[config.mk]
export PLATFORM = sky130hd
export DESIGN_NAME = control_sequencer
export DESIGN_NICKNAME = d
export VERILOG_FILES = /design/src/rtl/control_sequencer.sv
export SDC_FILE = /design/constraint.sdc
export NUM_CORES = 1
export LEC_CHECK = 0
export CAP_MARGIN = 20
export CORE_AREA = 5 5 56 58
export CTS_BUF_LIST = sky130_fd_sc_hd__clkbuf_8
export DETAILED_ROUTE_END_ITERATION = 10
export DIE_AREA = 0 0 61 63
export PLACE_DENSITY = 0.81
export SLEW_MARGIN = 0
export SYNTH_ARGS = -nofsm -noshare
export SYNTH_HDL_FRONTEND = slang
export SYNTH_SLANG_ARGS = --single-unit
export TNS_END_PERCENT = 100
[constraint.sdc]
create_clock -name clk -period 2.01 [get_ports clk]
set_input_delay 0.201 -clock clk [delete_from_list [all_inputs] [get_ports clk]]
set_output_delay 0.201 -clock clk [all_outputs]
set_load 0.005 [all_outputs]
[src/rtl/control_sequencer.sv]
// Hardwired Moore control unit for the bus-based 32-bit RISC core: steps fetch and
// execute in T-states and decodes every datapath strobe from the current state and opcode.
module control_sequencer #(
  parameter int          OPC_W   = 5,
  parameter logic [3:0]  ALU_ADD = 4'b0011,
  parameter logic [3:0]  ALU_SUB = 4'b0100,
  parameter logic [3:0]  ALU_AND = 4'b0101,
  parameter logic [3:0]  ALU_OR  = 4'b0110
) (
  input  logic        clk,
  input  logic        reset_n,
  input  logic [31:0] ir,
  input  logic        stop,
  output logic        run,
  output logic        gra,
  output logic        grb,
  output logic        grc,
  output logic        r_in,
  output logic        r_out,
  output logic        ba_out,
  output logic        pc_in,
  output logic        pc_out,
  output logic        ir_in,
  output logic        mar_in,
  output logic        mdr_in,
  output logic        mdr_out,
  output logic        y_in,
  output logic        z_in,
  output logic        z_low_out,
  output logic        c_out,
  output logic        inc_pc,
  output logic        hi_in,
  output logic        hi_out,
  output logic        lo_in,
  output logic        lo_out,
  output logic        z_high_out,
  output logic        inport_out,
  output logic        read,
  output logic        write,
  output logic [3:0]  alu_op
);

  localparam logic [OPC_W-1:0] OP_LD   = OPC_W'(5'b00000);
  localparam logic [OPC_W-1:0] OP_LDI  = OPC_W'(5'b00001);
  localparam logic [OPC_W-1:0] OP_ST   = OPC_W'(5'b00010);
  localparam logic [OPC_W-1:0] OP_ADD  = OPC_W'(5'b00011);
  localparam logic [OPC_W-1:0] OP_SUB  = OPC_W'(5'b00100);
  localparam logic [OPC_W-1:0] OP_AND  = OPC_W'(5'b00101);
  localparam logic [OPC_W-1:0] OP_OR   = OPC_W'(5'b00110);
  localparam logic [OPC_W-1:0] OP_ADDI = OPC_W'(5'b01100);
  localparam logic [OPC_W-1:0] OP_HALT = OPC_W'(5'b11011);

  typedef enum logic [3:0] {
    S_RESET, S_T0, S_T1, S_T2, S_T3, S_T4,
    S_E1, S_E2, S_E3, S_E4, S_E5, S_E6, S_HALT
  } state_e;

  state_e           state_q;
  logic [OPC_W-1:0] opc_q;
  logic [OPC_W-1:0] ir_opc;

  assign ir_opc = ir[31 -: OPC_W];

  // NOTE: sequential state uses non-blocking assignments only, and the asynchronous
  // reset sits in the sensitivity list so RESET is forced without waiting for a clock.
  always_ff @(posedge clk or negedge reset_n) begin
    if (!reset_n) begin
      state_q <= S_RESET;
      opc_q   <= '0;
    end else begin
      case (state_q)
        S_RESET: state_q <= S_T0;
        S_T0:    state_q <= stop ? S_HALT : S_T1;
        S_T1:    state_q <= S_T2;
        S_T2:    state_q <= S_T3;
        S_T3:    state_q <= S_T4;
        S_T4: begin
          opc_q <= ir_opc;
          case (ir_opc)
            OP_HALT: state_q <= S_HALT;
            OP_LD, OP_LDI, OP_ST, OP_ADD, OP_SUB, OP_AND, OP_OR, OP_ADDI:
              state_q <= S_E1;
            default: state_q <= S_T0;  // nop and unassigned opcodes
          endcase
        end
        S_E1:    state_q <= S_E2;
        S_E2:    state_q <= S_E3;
        S_E3:    state_q <= (opc_q == OP_LD || opc_q == OP_ST) ? S_E4 : S_T0;
        S_E4:    state_q <= S_E5;
        S_E5:    state_q <= (opc_q == OP_LD) ? S_E6 : S_T0;
        S_E6:    state_q <= S_T0;
        S_HALT:  state_q <= S_HALT;
        default: state_q <= S_RESET;
      endcase
    end
  end

  logic is_mem;
  logic is_addi;
  logic [3:0] rr_alu;

  assign is_mem  = (opc_q == OP_LD) || (opc_q == OP_LDI) || (opc_q == OP_ST);
  assign is_addi = (opc_q == OP_ADDI);

  always_comb begin
    case (opc_q)
      OP_SUB:  rr_alu = ALU_SUB;
      OP_AND:  rr_alu = ALU_AND;
      OP_OR:   rr_alu = ALU_OR;
      default: rr_alu = ALU_ADD;
    endcase
  end

  assign hi_in      = 1'b0;
  assign hi_out     = 1'b0;
  assign lo_in      = 1'b0;
  assign lo_out     = 1'b0;
  assign z_high_out = 1'b0;
  assign inport_out = 1'b0;

  // NOTE: every output gets a default before the case, so no state can infer a latch.
  always_comb begin
    run = 1'b0; gra = 1'b0; grb = 1'b0; grc = 1'b0;
    r_in = 1'b0; r_out = 1'b0; ba_out = 1'b0;
    pc_in = 1'b0; pc_out = 1'b0; ir_in = 1'b0; mar_in = 1'b0;
    mdr_in = 1'b0; mdr_out = 1'b0; y_in = 1'b0; z_in = 1'b0;
    z_low_out = 1'b0; c_out = 1'b0; inc_pc = 1'b0;
    read = 1'b0; write = 1'b0; alu_op = 4'b0000;
    run = (state_q != S_RESET) && (state_q != S_HALT);
    case (state_q)
      S_T0: begin
        pc_out = 1'b1; mar_in = 1'b1; inc_pc = 1'b1; alu_op = ALU_ADD; z_in = 1'b1;
      end
      S_T1: begin z_low_out = 1'b1; pc_in = 1'b1; end
      S_T2: begin read = 1'b1; mdr_in = 1'b1; end
      S_T3: begin mdr_out = 1'b1; ir_in = 1'b1; end
      S_E1: begin
        grb = 1'b1; r_out = 1'b1; y_in = 1'b1; ba_out = is_mem;
      end
      S_E2: begin
        z_in = 1'b1;
        if (is_mem || is_addi) begin
          c_out = 1'b1; alu_op = ALU_ADD;
        end else begin
          grc = 1'b1; r_out = 1'b1; alu_op = rr_alu;
        end
      end
      S_E3: begin
        z_low_out = 1'b1;
        if (opc_q == OP_LD || opc_q == OP_ST) begin
          mar_in = 1'b1;
        end else begin
          gra = 1'b1; r_in = 1'b1;
        end
      end
      S_E4: begin
        if (opc_q == OP_ST) begin
          gra = 1'b1; r_out = 1'b1; mdr_in = 1'b1;
        end
      end
      S_E5: begin
        if (opc_q == OP_LD) begin
          read = 1'b1; mdr_in = 1'b1;
        end else begin
          write = 1'b1;
        end
      end
      S_E6: begin mdr_out = 1'b1; gra = 1'b1; r_in = 1'b1; end
      default: ;
    endcase
  end

endmodule

==> results by group <==
Floorplan
  • Row count: 19
  • Io pins: 65
  • Starting Density: 33.4%
  • Die area: about 0.0038 mm^2
  • Core footprint: 0.00262 mm^2
  • Die Ht: 63 um
  • Die width: 61 um

Detailed routing
  • Final ANT Viol Nets: 0
  • 1st-pass router iterations: 5
  • Routed wire length per instance: ~15 um
  • Routed wire length: around 2700 um
  • Via count: around 1000
  • Residual DRC: 0
  • Number of DRC markers in iteration 0: 79
  • Via density per instance: 5.30

Logic synthesis
  • Post-synthesis register bit count: 9
  • Syn_area_per_cell: roughly 7.7 um^2
  • Largest family of logic cells by synthesized area: simple AND/OR/NAND/NOR gates
  • Ranking of synthesized cells by area: dfrtp_1 26%, buf_4 7.7%, mux2_1 6.4%
  • Primary FF master, synth: dfrtp_1
  • XOR/XNOR Fraction of Synth Area: 1.00%
  • Post-synth EDFFs: 0
  • Synthesized-area fraction occupied by adder cells: 0%
  • Ys async rst share: 100%
  • Mux contribution to synthesized area: around 7.6%
  • Sequential share of the synthesized area: roughly 26%
  • Syn. warnings: 0
  • Mapped Cells: 113
  • Compound-Gate Fraction of Synth Area: 20.9%
  • Area leader, netlist: dfrtp_1
  • Synthesized area: about 870 um^2
  • Number of distinct library cells after synthesis: 40
  • Simple-Gate Fraction of Synth Area: about a third
  • Synth top area share: 25.8%

STA
  • Clock Skews: 0.000359 ns
  • Max-slew violations: 0
  • Setup TNS: 0 ns
  • Hold WS: 0.269 ns
  • Final setup viols: 0
  • Clock period minus worst slack: approximately 2 ns
  • Final hold vios: 0
  • Tcrit/Tclk final: slightly below 100%
  • Top achievable clock speed: ~500 MHz
  • RSZ-0062 raised after global routing: true

Global route
  • Vias in the first global route: 959
  • Largest net degree at the start of global routing: 17
  • Global Route Usage Sum: 13.8%
  • Initial antenna violation count: 0
  • First-pass GRT wire length: slightly above 4000 um
  • GRT overflow: 0

Setup path
  • Reg2reg path depth: 6
  • Crit path DAT: 1.78 ns
  • CP Launch Type: flop
  • Cell family with most CP delay: buffers and inverters
  • Critical path depth in cells: 4
  • Crit path required time: about 1.8 ns
  • Critical path type: reg2out
  • Max Fanout on Critical Path: 11
  • Max stage delay on crit path: 0.54 ns
  • Setup crit end kind: output pin
  • Critical Path, Cell by Cell: buf_4 -> nor3_2 -> o21bai_1 -> clkdlybuf4s50_1
  • CP Buf/Inv Count: 2
  • Slowest-stage cell, CP: clkdlybuf4s50_1

Clocking
  • Clock transition at path regs: 0.04 ns
  • # hold bufs at CTS: 0
  • CTS Buffer Depth: 2
  • H-tree lvl count: 1
  • Clk_lat worst skew: ~0.23 ns
  • CTS tree: done
  • CTS buffer count: 3
  • Clock tree root driver cell: clkbuf_8
  • Clk sink count: 9

Placement
  • RePlAce Congestion: 0.928
  • Cell count after placement: 178
  • Placed cell area: 0.00124 mm^2
  • Number of I/O port buffers: 30
  • HPWL after DPL: just under 2000 um

Power and ir drop
  • Static Leakage: 0.664 nW
  • VDD IR max: 0.848 mV
  • PwrDens: 1490 mW/mm^2

Cells and area
  • Final net count: slightly below 200
  • Ratio of cells with drive above 1 in the final layout: 26.8%
  • Final Instance Area: ~0.0014 mm^2
  • Core Util, Final: a little over half
  • # fillers: 245
  • Final std cells w/o fill: 188
  • Antenna diodes: 0
  • Syn-to-layout area delta: 55.9%

Worst hold path
  • Worst min-delay path class: in2async

Outcome
  • Status: complete, no violations

Run
  • Max Cap Viol: 0
[cell usage after synthesis (2+ instances only)]
cell       n
clkbuf_1   5
mux2_1     5
or2_1      5
nor3_2     2
inv_1      2
o21ai_1    4
nand2_1    8
dfrtp_1    9
buf_4      9
nand2b_1   4
nor2_1    14
nor3_1     6
o21bai_1   3
a21oi_1   10
nor2b_1    2
[worst paths after layout]
check / start / endpoint / slack (ns)
worst min register to register: opc_q[0] / opc_q[0] / 0.56
min in group clk: opc_q[0] / opc_q[0] / 0.56
worst max-delay path: state_q[0] / mdr_out / 0.03
worst max register to register: state_q[1] / state_q[2] / 0.39
worst min-delay path: reset_n / state_q[0] / 0.27
max in group asynchronous: reset_n / state_q[2] / 1.45
[cell families after synthesis]
group,Yosys count
xor gates and xnor gates,1
DFF,9
other,1
muxes,6
buffers and inverters,17
AOI/OAI and AO/OA,28
and+or+nand+nor,51
[cell usage in the layout, fill, tap and decap left out, drive strengths merged, types with 2 or more instances in the layout]
cell type      count
a21oi             10
nand2b             5
dlymetal6s2s       3
or2                5
o21bai             3
mux2               5
dfrtp              9
o21ai              5
nor2b              2
nor3               8
clkbuf             6
clkdlybuf4s50     14
or3                2
conb               7
nor2              14
dlygate4sd2        6
buf               22
nand2              8
inv                3
[layer usage]
metal / global-route usage [%] / vias up / part of all wire (%)
li1: - / 473 / -
met4: 6.23 / 0 / 2.3
met2: 23.7 / 50 / 53
met3: 1.65 / 9 / 6.7
met5: 0 / - / 0
met1: 16.5 / 464 / 38
[per-stage QoR]
step                setup slack [ns]  total power, mW
finish                        0.0320             2.02
global route                 -0.0403             2.18
CTS                           -0.156             1.92
detailed placement           -0.0367             1.67
global placement            -0.00496             1.62
floorplan                      0.444             1.08
[repair_timing]
item | 4_1_cts | 5_1_grt
gates resized for setup | 28 | 20
buffers inserted | 1 | 5
endpoints found under the setup margin | 16 | 13
pin swaps | 3 | 5
hold endpoints to repair | 0 | 0
[flip-flops by register name, indices dropped and copies added (netlist names)]
| signal | cells |
|---|---|
| opc_q | 5 |
| state_q | 4 |
[where the power goes]
part / internal [mW] / switching [mW] / leakage [nW]
sequential: 0.273 / 0.110 / 0.108
combinational: 0.744 / 0.691 / 0.529
clock: 0.133 / 0.0729 / 0.0269
[final cells by class]
cell class / count / area [um^2] / share of cell area, %
Multi-Input combinational cell: 93 / 618 / 45.4
Inverter: 2 / 10.0 / 0.735
Tap cell: 31 / 38.8 / 2.85
Clock inverter: 1 / 3.75 / 0.276
Timing Repair Buffer: 49 / 424 / 31.2
Clock buffer: 3 / 41.3 / 3.03
Sequential cell: 9 / 225 / 16.5
No activity file was read; power rests on OpenSTA's default activity.
